### config.mk
export PLATFORM = sky130hd
export DESIGN_NAME = pipe_hazard_ctrl
export DESIGN_NICKNAME = d
export VERILOG_FILES = /design/src/rtl/pipe_ctrl_pkg.sv /design/src/rtl/pipe_hazard_ctrl_hazard_cmp.sv /design/src/rtl/pipe_hazard_ctrl.sv
export SDC_FILE = /design/constraint.sdc
export NUM_CORES = 1
export LEC_CHECK = 0
export CAP_MARGIN = 20
export CORE_ASPECT_RATIO = 0.8
export CORE_MARGIN = 4
export CORE_UTILIZATION = 40
export CTS_CLUSTER_DIAMETER = 50
export DETAILED_ROUTE_END_ITERATION = 16
export HOLD_SLACK_MARGIN = 0.05
export PLACE_DENSITY = 0.75
export SLEW_MARGIN = 40
export SYNTH_ARGS = -nofsm -noshare
export SYNTH_HDL_FRONTEND = slang
export SYNTH_HIERARCHICAL = 1
export SYNTH_SLANG_ARGS = --single-unit
### constraint.sdc
create_clock -name clk -period 3.2 [get_ports clk]
set_input_delay 0.64 -clock clk [delete_from_list [all_inputs] [get_ports clk]]
set_output_delay 0.64 -clock clk [all_outputs]
set_load 0.1 [all_outputs]
### src/rtl/pipe_ctrl_pkg.sv
// rtl/pipe_ctrl_pkg.sv - shared encodings and widths for the pipeline hazard controller
// Contents: FSM state encoding (3-bit, codes 4..7 unused), x0 register index,
// ecall wait-counter width.
package pipe_ctrl_pkg;

  localparam int ECALL_CNT_W = 16;
  localparam int STATE_W     = 3;

  localparam logic [4:0] REG_X0 = 5'd0;

  typedef enum logic [STATE_W-1:0] {
    RUN        = 3'd0,
    LU_STALL   = 3'd1,
    ECALL_REQ  = 3'd2,
    ECALL_DONE = 3'd3
  } state_e;

endpackage

### src/rtl/pipe_hazard_ctrl_hazard_cmp.sv
// rtl/pipe_hazard_ctrl_hazard_cmp.sv - combinational load-use hazard detector
// Ports:
//   id_rs1/id_rs2         source registers of the instruction in ID
//   id_uses_rs1/rs2       ID instruction actually reads that source
//   ex_mem_read, ex_rd    EX instruction is a load, and its destination
//   load_use              ID needs a value the EX load has not produced yet
module hazard_cmp
  import pipe_ctrl_pkg::*;
(
  input  logic [4:0] id_rs1,
  input  logic [4:0] id_rs2,
  input  logic       id_uses_rs1,
  input  logic       id_uses_rs2,
  input  logic       ex_mem_read,
  input  logic [4:0] ex_rd,
  output logic       load_use
);

  logic rs1_hit;
  logic rs2_hit;

  assign rs1_hit = id_uses_rs1 && (id_rs1 == ex_rd);
  assign rs2_hit = id_uses_rs2 && (id_rs2 == ex_rd);

  // x0 is hardwired to zero, so a load targeting it never creates a dependency.
  assign load_use = ex_mem_read && (ex_rd != REG_X0) && (rs1_hit || rs2_hit);

endmodule

### src/rtl/pipe_hazard_ctrl.sv
// rtl/pipe_hazard_ctrl.sv - pipeline sequencer for load-use stalls, redirects and ecall I/O
// Ports:
//   clk, rst                     clock, async active-high reset
//   id_* / ex_*                  decode and execute stage hazard sources
//   io_ack                       I/O device finished servicing the ecall
//   stall, flush_if_id,
//   flush_id_ex, ecall_hold      combinational pipeline controls
//   io_req, io_timeout           registered I/O handshake outputs
//   state_dbg                    current FSM state
module pipe_hazard_ctrl
  import pipe_ctrl_pkg::*;
#(
  parameter int unsigned               LOAD_STALL_CYCLES = 1,
  parameter logic [ECALL_CNT_W-1:0]    ECALL_TIMEOUT     = 16'd50000
) (
  input  logic       clk,
  input  logic       rst,
  input  logic [4:0] id_rs1,
  input  logic [4:0] id_rs2,
  input  logic       id_uses_rs1,
  input  logic       id_uses_rs2,
  input  logic       id_ecall,
  input  logic       ex_mem_read,
  input  logic [4:0] ex_rd,
  input  logic       ex_jmp,
  input  logic       ex_branch_taken,
  input  logic       io_ack,
  output logic       stall,
  output logic       flush_if_id,
  output logic       flush_id_ex,
  output logic       ecall_hold,
  output logic       io_req,
  output logic       io_timeout,
  output logic [2:0] state_dbg
);

  // The RUN cycle that detects the hazard is the first stall cycle, so the
  // counter covers only the remaining ones.
  localparam logic [3:0]             LU_RELOAD    = 4'(LOAD_STALL_CYCLES - 1);
  localparam logic [ECALL_CNT_W-1:0] TIMEOUT_LAST = ECALL_TIMEOUT - ECALL_CNT_W'(1);

  logic                   load_use;
  logic                   redirect;
  logic [STATE_W-1:0]     state_q, state_d;
  logic [3:0]             lu_cnt_q, lu_cnt_d;
  logic [ECALL_CNT_W-1:0] ecall_cnt_q, ecall_cnt_d;
  logic                   io_req_q, io_req_d;
  logic                   io_timeout_q, io_timeout_d;

  hazard_cmp u_hazard_cmp (
    .id_rs1      (id_rs1),
    .id_rs2      (id_rs2),
    .id_uses_rs1 (id_uses_rs1),
    .id_uses_rs2 (id_uses_rs2),
    .ex_mem_read (ex_mem_read),
    .ex_rd       (ex_rd),
    .load_use    (load_use)
  );

  assign redirect = ex_jmp | ex_branch_taken;

  always_ff @(posedge clk or posedge rst) begin
    if (rst) begin
      state_q      <= RUN;
      lu_cnt_q     <= '0;
      ecall_cnt_q  <= '0;
      io_req_q     <= 1'b0;
      io_timeout_q <= 1'b0;
    end else begin
      state_q      <= state_d;
      lu_cnt_q     <= lu_cnt_d;
      ecall_cnt_q  <= ecall_cnt_d;
      io_req_q     <= io_req_d;
      io_timeout_q <= io_timeout_d;
    end
  end

  always_comb begin
    state_d      = state_q;
    lu_cnt_d     = lu_cnt_q;
    ecall_cnt_d  = ecall_cnt_q;
    io_req_d     = 1'b0;
    io_timeout_d = 1'b0;
    case (state_q)
      RUN: begin
        // A redirect squashes whatever sits in ID, so ecall/load-use are dropped.
        if (!redirect) begin
          if (id_ecall) begin
            state_d     = ECALL_REQ;
            ecall_cnt_d = '0;
            io_req_d    = 1'b1;
          end else if (load_use && (LOAD_STALL_CYCLES > 1)) begin
            state_d  = LU_STALL;
            lu_cnt_d = LU_RELOAD;
          end
        end
      end
      LU_STALL: begin
        lu_cnt_d = lu_cnt_q - 4'd1;
        if (lu_cnt_q <= 4'd1) begin
          state_d = RUN;
        end
      end
      ECALL_REQ: begin
        io_req_d = 1'b1;
        if (ecall_cnt_q != '1) begin
          ecall_cnt_d = ecall_cnt_q + ECALL_CNT_W'(1);
        end
        // Ack is checked first so a coincident timeout produces no pulse.
        if (io_req_q && io_ack) begin
          io_req_d = 1'b0;
          state_d  = ECALL_DONE;
        end else if ((ECALL_TIMEOUT != '0) && (ecall_cnt_q == TIMEOUT_LAST)) begin
          io_req_d     = 1'b0;
          io_timeout_d = 1'b1;
          state_d      = ECALL_DONE;
        end
      end
      ECALL_DONE: begin
        state_d = RUN;
      end
      default: begin
        state_d     = RUN;
        lu_cnt_d    = '0;
        ecall_cnt_d = '0;
      end
    endcase
  end

  always_comb begin
    stall       = 1'b0;
    flush_if_id = 1'b0;
    flush_id_ex = 1'b0;
    ecall_hold  = 1'b0;
    case (state_q)
      RUN: begin
        if (redirect) begin
          flush_if_id = 1'b1;
          flush_id_ex = 1'b1;
        end else if (id_ecall || load_use) begin
          stall       = 1'b1;
          flush_id_ex = 1'b1;
        end
      end
      LU_STALL: begin
        stall       = 1'b1;
        flush_id_ex = 1'b1;
      end
      ECALL_REQ: begin
        stall       = 1'b1;
        flush_id_ex = 1'b1;
        ecall_hold  = 1'b1;
      end
      ECALL_DONE: begin
        // The held ecall advances now; id_ecall is ignored to avoid re-trigger.
        if (redirect) begin
          flush_if_id = 1'b1;
          flush_id_ex = 1'b1;
        end
      end
      default: begin
      end
    endcase
  end

  assign io_req     = io_req_q;
  assign io_timeout = io_timeout_q;
  assign state_dbg  = state_q;

endmodule

-- Yosys cells after proc, flatten, opt, wreduce, memory -nomap -nowiden
Index checks and enable logic that the tools add are counted.
- reduce and logical (&&, ||, !) cells: 15
- equal/unequal tests: 12
- magnitude comparators: 1
- add/sub/neg operators: 2
- mux-type cells: 27
- bitwise operators: 2
- operators with widths (kind ; number):
    16-bit two-way mux ; 3
    16-bit one-hot mux with 3 select lines ; 1
    16-bit by 1-bit adder with 16-bit output, second input constant ; 1
    16-bit == test, second input constant ; 1
    16-bit inequality test, second input constant ; 1
    3-bit two-way mux ; 5
    1-bit two-way mux ; 13
    5-bit == test ; 2
    3-bit one-hot mux with 3 select lines ; 1
    2-bit inequality test, second input constant ; 4
    4-bit one-hot mux with 2 select lines ; 1
    4-bit AND reduction ; 2
    3-bit by 2-bit == test with 1-bit output, second input constant ; 2
    2-bit OR reduction ; 3
    1-bit logical AND ; 5
    5-bit nonzero test ; 1
    4-bit by 1-bit <= comparator with 1-bit output, second input constant ; 1
    1-bit one-hot mux with 2 select lines ; 2
    4-bit by 1-bit subtractor with 4-bit output, second input constant ; 1
    3-bit by 1-bit == test with 1-bit output, second input constant ; 1
    3-bit zero test ; 1
    3-bit inequality test, second input constant ; 1
    1-bit one-hot mux with 3 select lines ; 1
    3-bit OR reduction ; 1
    3 further kinds ; 4
- flip-flop bits (word level): 25
- word-level logic and storage cells: 64
- output and inout bits: 9

-- Depth between registers and ports, before layout
- depth in word-level cells: 8
- depth in mapped cells: 8
- mapped depth without buffers: 7

-- Modules after synthesis
The synthesis kept the hierarchy.
- by module, submodules not included (module ; cells each ; area each (µm²) ; times used ; sequential area each (µm²)):
    pipe_hazard_ctrl ; 175 ; 1605.3 ; 1 ; 600.6
    hazard_cmp ; 17 ; 133.9 ; 1 ; 0.0

-- Worst setup path after synthesis
Ideal clock, no wire load.
- path kind: register to output
- start point: register state_q[1], in the netlist state_dbg[1]
- end point: output flush_id_ex
- arrival: 2.936 ns
- slack: -0.376 ns
- path buffers: 1
- stages on the path, launching flop included: 6
- cell sequence: dfrtp_1 > inv_1 > ha_1 > clkbuf_1 > a21oi_1 > o21bai_1
- cells in the longest elaborated chain, start to end: 3
- elaborated cells between the ends (all ways): 6
- classes of those cells: 3 x eq/ne; 1 x mux; 2 x reduce/logical
- RTL lines (element ; line ; source):
    start, declared ; pipe_hazard_ctrl.sv:44 ; logic [STATE_W-1:0] state_q, state_d;
    start signal, assigned ; pipe_hazard_ctrl.sv:70 ; state_q <= state_d;
    3-bit by 2-bit == test with 1-bit output or 3-bit by 1-bit == test with 1-bit output (tied branches) ; pipe_hazard_ctrl.sv:135 ; case (state_q)
    2-bit OR reduction (no line) ; -- ;
    1-bit one-hot mux with 3 select lines (*) ; pipe_hazard_ctrl.sv:135 ;
    end, declared ; pipe_hazard_ctrl.sv:30 ; output logic flush_id_ex,
Mark *: on every way between the ends. The rest lies on a longest branch, timed or not.

-- Final worst setup path
- start point: input ex_rd[4]
- end point: output stall
- cells in the longest elaborated chain, start to end: 8
- elaborated cells between the ends (all ways): 12
- classes of those cells: 2 x eq/ne; 3 x mux; 7 x reduce/logical
- RTL lines (element ; line ; source):
    start, declared ; pipe_hazard_ctrl.sv:24 ; input logic [4:0] ex_rd,
    5-bit == test (on tied branches) ; pipe_hazard_ctrl_hazard_cmp.sv:22, pipe_hazard_ctrl_hazard_cmp.sv:23 ;
    1-bit logical AND (on tied branches) ; pipe_hazard_ctrl_hazard_cmp.sv:22, pipe_hazard_ctrl_hazard_cmp.sv:23 ;
    1-bit logical OR ; pipe_hazard_ctrl_hazard_cmp.sv:26 ; assign load_use = ex_mem_read && (ex_rd != REG_X0) && (rs1_hit || rs2_hit);
    1-bit logical AND (*) ; pipe_hazard_ctrl_hazard_cmp.sv:26 ;
    net load_use ; pipe_hazard_ctrl.sv:42 ; logic load_use;
    1-bit logical OR (*) ; pipe_hazard_ctrl.sv:140 ; end else if (id_ecall || load_use) begin
    1-bit two-way mux (*) ; pipe_hazard_ctrl.sv:140 ;
    1-bit two-way mux (*) ; pipe_hazard_ctrl.sv:137 ; if (redirect) begin
    1-bit one-hot mux with 2 select lines (*) ; pipe_hazard_ctrl.sv:135 ;
    end, declared ; pipe_hazard_ctrl.sv:28 ; output logic stall,
The timed path passes the listed nets; every way through them passes the cells marked *.

==> flow_summary.json <==
{
  "synth_ff_type": "dfrtp_1",
  "hold_path_class": "flop to flop",
  "h-tree-depth": 1,
  "hold_depth": 1,
  "drc": 0,
  "crit_cells": 8,
  "most-common-layout-cells": "dfrtp_1 (24), clkdlybuf4s50_1 (22), nand3_1 (15), o31ai_1 (14), o21ai_0 (13)",
  "synthesis.nets": 224,
  "grt_max_degree": 25,
  "root_buffer": "clkbuf_8",
  "slew_violations": 0,
  "final_common_cell": "dfrtp_1",
  "cts_max_path_buffers": 2,
  "tns_ns": 0,
  "cts_tree": "yes",
  "vias": 1551,
  "fin_skew_ns": 0.00408,
  "p_per_area_nw_per_um2": 859,
  "wl_mm": 4.22,
  "path_buf_inv": 2,
  "grt_pass1_vias": 1551,
  "fmax_mhz": 317,
  "dp_hpwl_mm": 3.19,
  "track_usage_pct": 17.3,
  "outcome": "complete, no violations",
  "dp_slack_ns": 0.0440,
  "p_leak_nw": 0.881,
  "postRouteAntennaNets": 0,
  "areaGrowthSynthToFinish_pct": 24.3,
  "finalNonFillerCells": 275,
  "clock_sink_count": 24,
  "syn_inst": 192,
  "worstHoldStart": "lu_cnt_q[2]$_DFFE_PP0N_",
  "fin_ws_ns": 0.0500,
  "grt_overflow": 0,
  "ys_ff_latch": 24,
  "r2r_cells": 7,
  "critical-path-top-delay-family": "simple AND/OR/NAND/NOR gates",
  "place_congestion": 0.884,
  "worstPathRequired_ns": 2.56,
  "drive_gt1_share_pct": 13.3,
  "synth_enable_flop_cells": 0,
  "rr_startpoint": "state_dbg[0]$_DFFE_PP0P_",
  "ys_warn_count": 6,
  "worstMarginPinSlew_ns": 0.509,
  "hold_viol": 0,
  "antenna_found_initial": 0,
  "numPortBuffers": 31,
  "postCtsSetupRepairBufs": 0,
  "finish.net_count": 252,
  "setup.worst_path.class": "input port to output port",
  "io_pins": 33,
  "clock_latency_ns": 0.26,
  "die_y_um": 67.0,
  "die_x_um": 81.7,
  "viasPerCell": 5.64,
  "grt_first_pass_wirelength_mm": 7.44,
  "end_kind": "output port",
  "crit_slowest_cell": "or4_1",
  "slew_headroom_pct": 66.0,
  "wl_per_cell_um": 15.3,
  "diodes": 0,
  "die_area_um2": 5470,
  "r2r_setup_slack_ns": 1.05,
  "final_util_pct": 51.8,
  "worstHoldEndpoint": "lu_cnt_q[2]$_DFFE_PP0N_",
  "std_cell_rows": 21,
  "peakVddDrop_mv": 0.665,
  "cap_violations": 0,
  "synth_cell_types": 48,
  "start_util_pct": 41.6,
  "first_pass_iters": 4,
  "worstSetupStartpointType": "input port",
  "crit_path_max_incr_delay_ns": 0.53,
  "layout_min_cycle_time_ns": 3.15,
  "async_flop_share_pct": 100,
  "worstSetupStartpoint": "ex_rd[4]",
  "period_share_pct": 98.4,
  "setup_viol": 0,
  "crit_fanout": 2,
  "hold_slack_ns": 0.522,
  "place_inst": 272,
  "path_cells": "clkdlybuf4s50_1, or4_1, o21ai_1, a21oi_1, or2_2, a31oi_1, nor2_2, buf_12",
  "core_area_um2": 4180,
  "rsz0062_at_grt": "no",
  "clk_pin_slew_worst_paths_ns": 0.08,
  "critPathArrivalTime_ns": 2.51,
  "reg2reg_to": "ecall_cnt_q[12]$_DFFE_PP0P_",
  "avgSynthCellArea_um2": 9.06,
  "drtIter0Drc": 69,
  "yosysSeqAreaShare_pct": 34.5,
  "cts_buffers": 3,
  "netlist_area_um2": 1740
}
worst max path at each step:
stage,to,slack (ns)
2_1_floorplan,stall,0.16
3_3_place_gp,stall,0.06
3_5_place_dp,stall,0.04
4_1_cts,stall,0.04
5_1_grt,stall,0.003
6_report,stall,0.05
layer usage:
metal | global-route usage, % | wire, µm | vias up | part of all wire, %
met2 | 26.8 | 1910 | 20 | 45
li1 | - | - | 788 | -
met5 | 0 | 0 | - | 0
met4 | 3.94 | 42 | 0 | 1.0
met1 | 25.2 | 2170 | 739 | 52
met3 | 2.43 | 96 | 4 | 2.3
timing repair:
| item | CTS | global route |
|---|---|---|
| hold buffers | 0 | 0 |
| resized for setup | 0 | 1 |
| endpoints found under the setup margin | 0 | 2 |
cell families (layout without fill, tap and decap cells):
logic type	after synthesis	after routing	share of synthesized area [%]
simple gates	68	68	24.2
compound gates	58	58	24.1
flops	24	24	34.5
buf+inv	21	47	4.96
xor+xnor	10	10	5.04
fa+ha+maj	8	8	5.76
mux	2	2	1.15
other cells	1	1	0.216
report_power, final:
part           total (mW)  internal [mW]  switching (mW)
clock               0.176         0.0842          0.0918
combinational        1.27          0.392           0.878
sequential          0.412          0.356          0.0569
total                1.86          0.831            1.03
flip-flops by register name (all words and copies together), names as in the netlist:
register     flops
ecall_cnt_q     16
lu_cnt_q         4
io_timeout       1
state_dbg        2
io_req           1
area by class of cell:
| cell class | instances | area (µm²) |
|---|---|---|
| Inverter | 8 | 30.0 |
| Sequential cell | 24 | 601 |
| Multi-Input combinational cell | 147 | 1060 |
| Tap cell | 57 | 71.3 |
| Timing Repair Buffer | 36 | 355 |
| Clock buffer | 3 | 41.3 |
| Fill cell | 390 | 2020 |
metrics by stage:
step,total power [mW],area [µm²]
2_1_floorplan,1.35,1750
3_3_place_gp,1.67,2120
3_5_place_dp,1.68,2120
4_1_cts,1.87,2160
5_1_grt,1.98,2160
6_report,1.86,2160
synthesized netlist by cell type (all sizes together), types with 5 or more instances:
| cell type | instances | area share, % |
|---|---|---|
| dfrtp | 24 | 35 |
| nand3 | 16 | 5.3 |
| o21ai | 14 | 4.0 |
| o31ai | 14 | 6.0 |
| nand2 | 12 | 2.6 |
| ha | 8 | 5.8 |
| inv | 8 | 1.7 |
| xor2 | 8 | 4.0 |
| clkbuf | 7 | 1.5 |
| nor2 | 7 | 1.5 |
| a211oi | 6 | 3.3 |
| buf | 6 | 1.7 |
| nand4 | 6 | 2.2 |
| a21oi | 5 | 1.4 |
| nor4 | 5 | 3.4 |
Power figures use the tool's default switching activity.
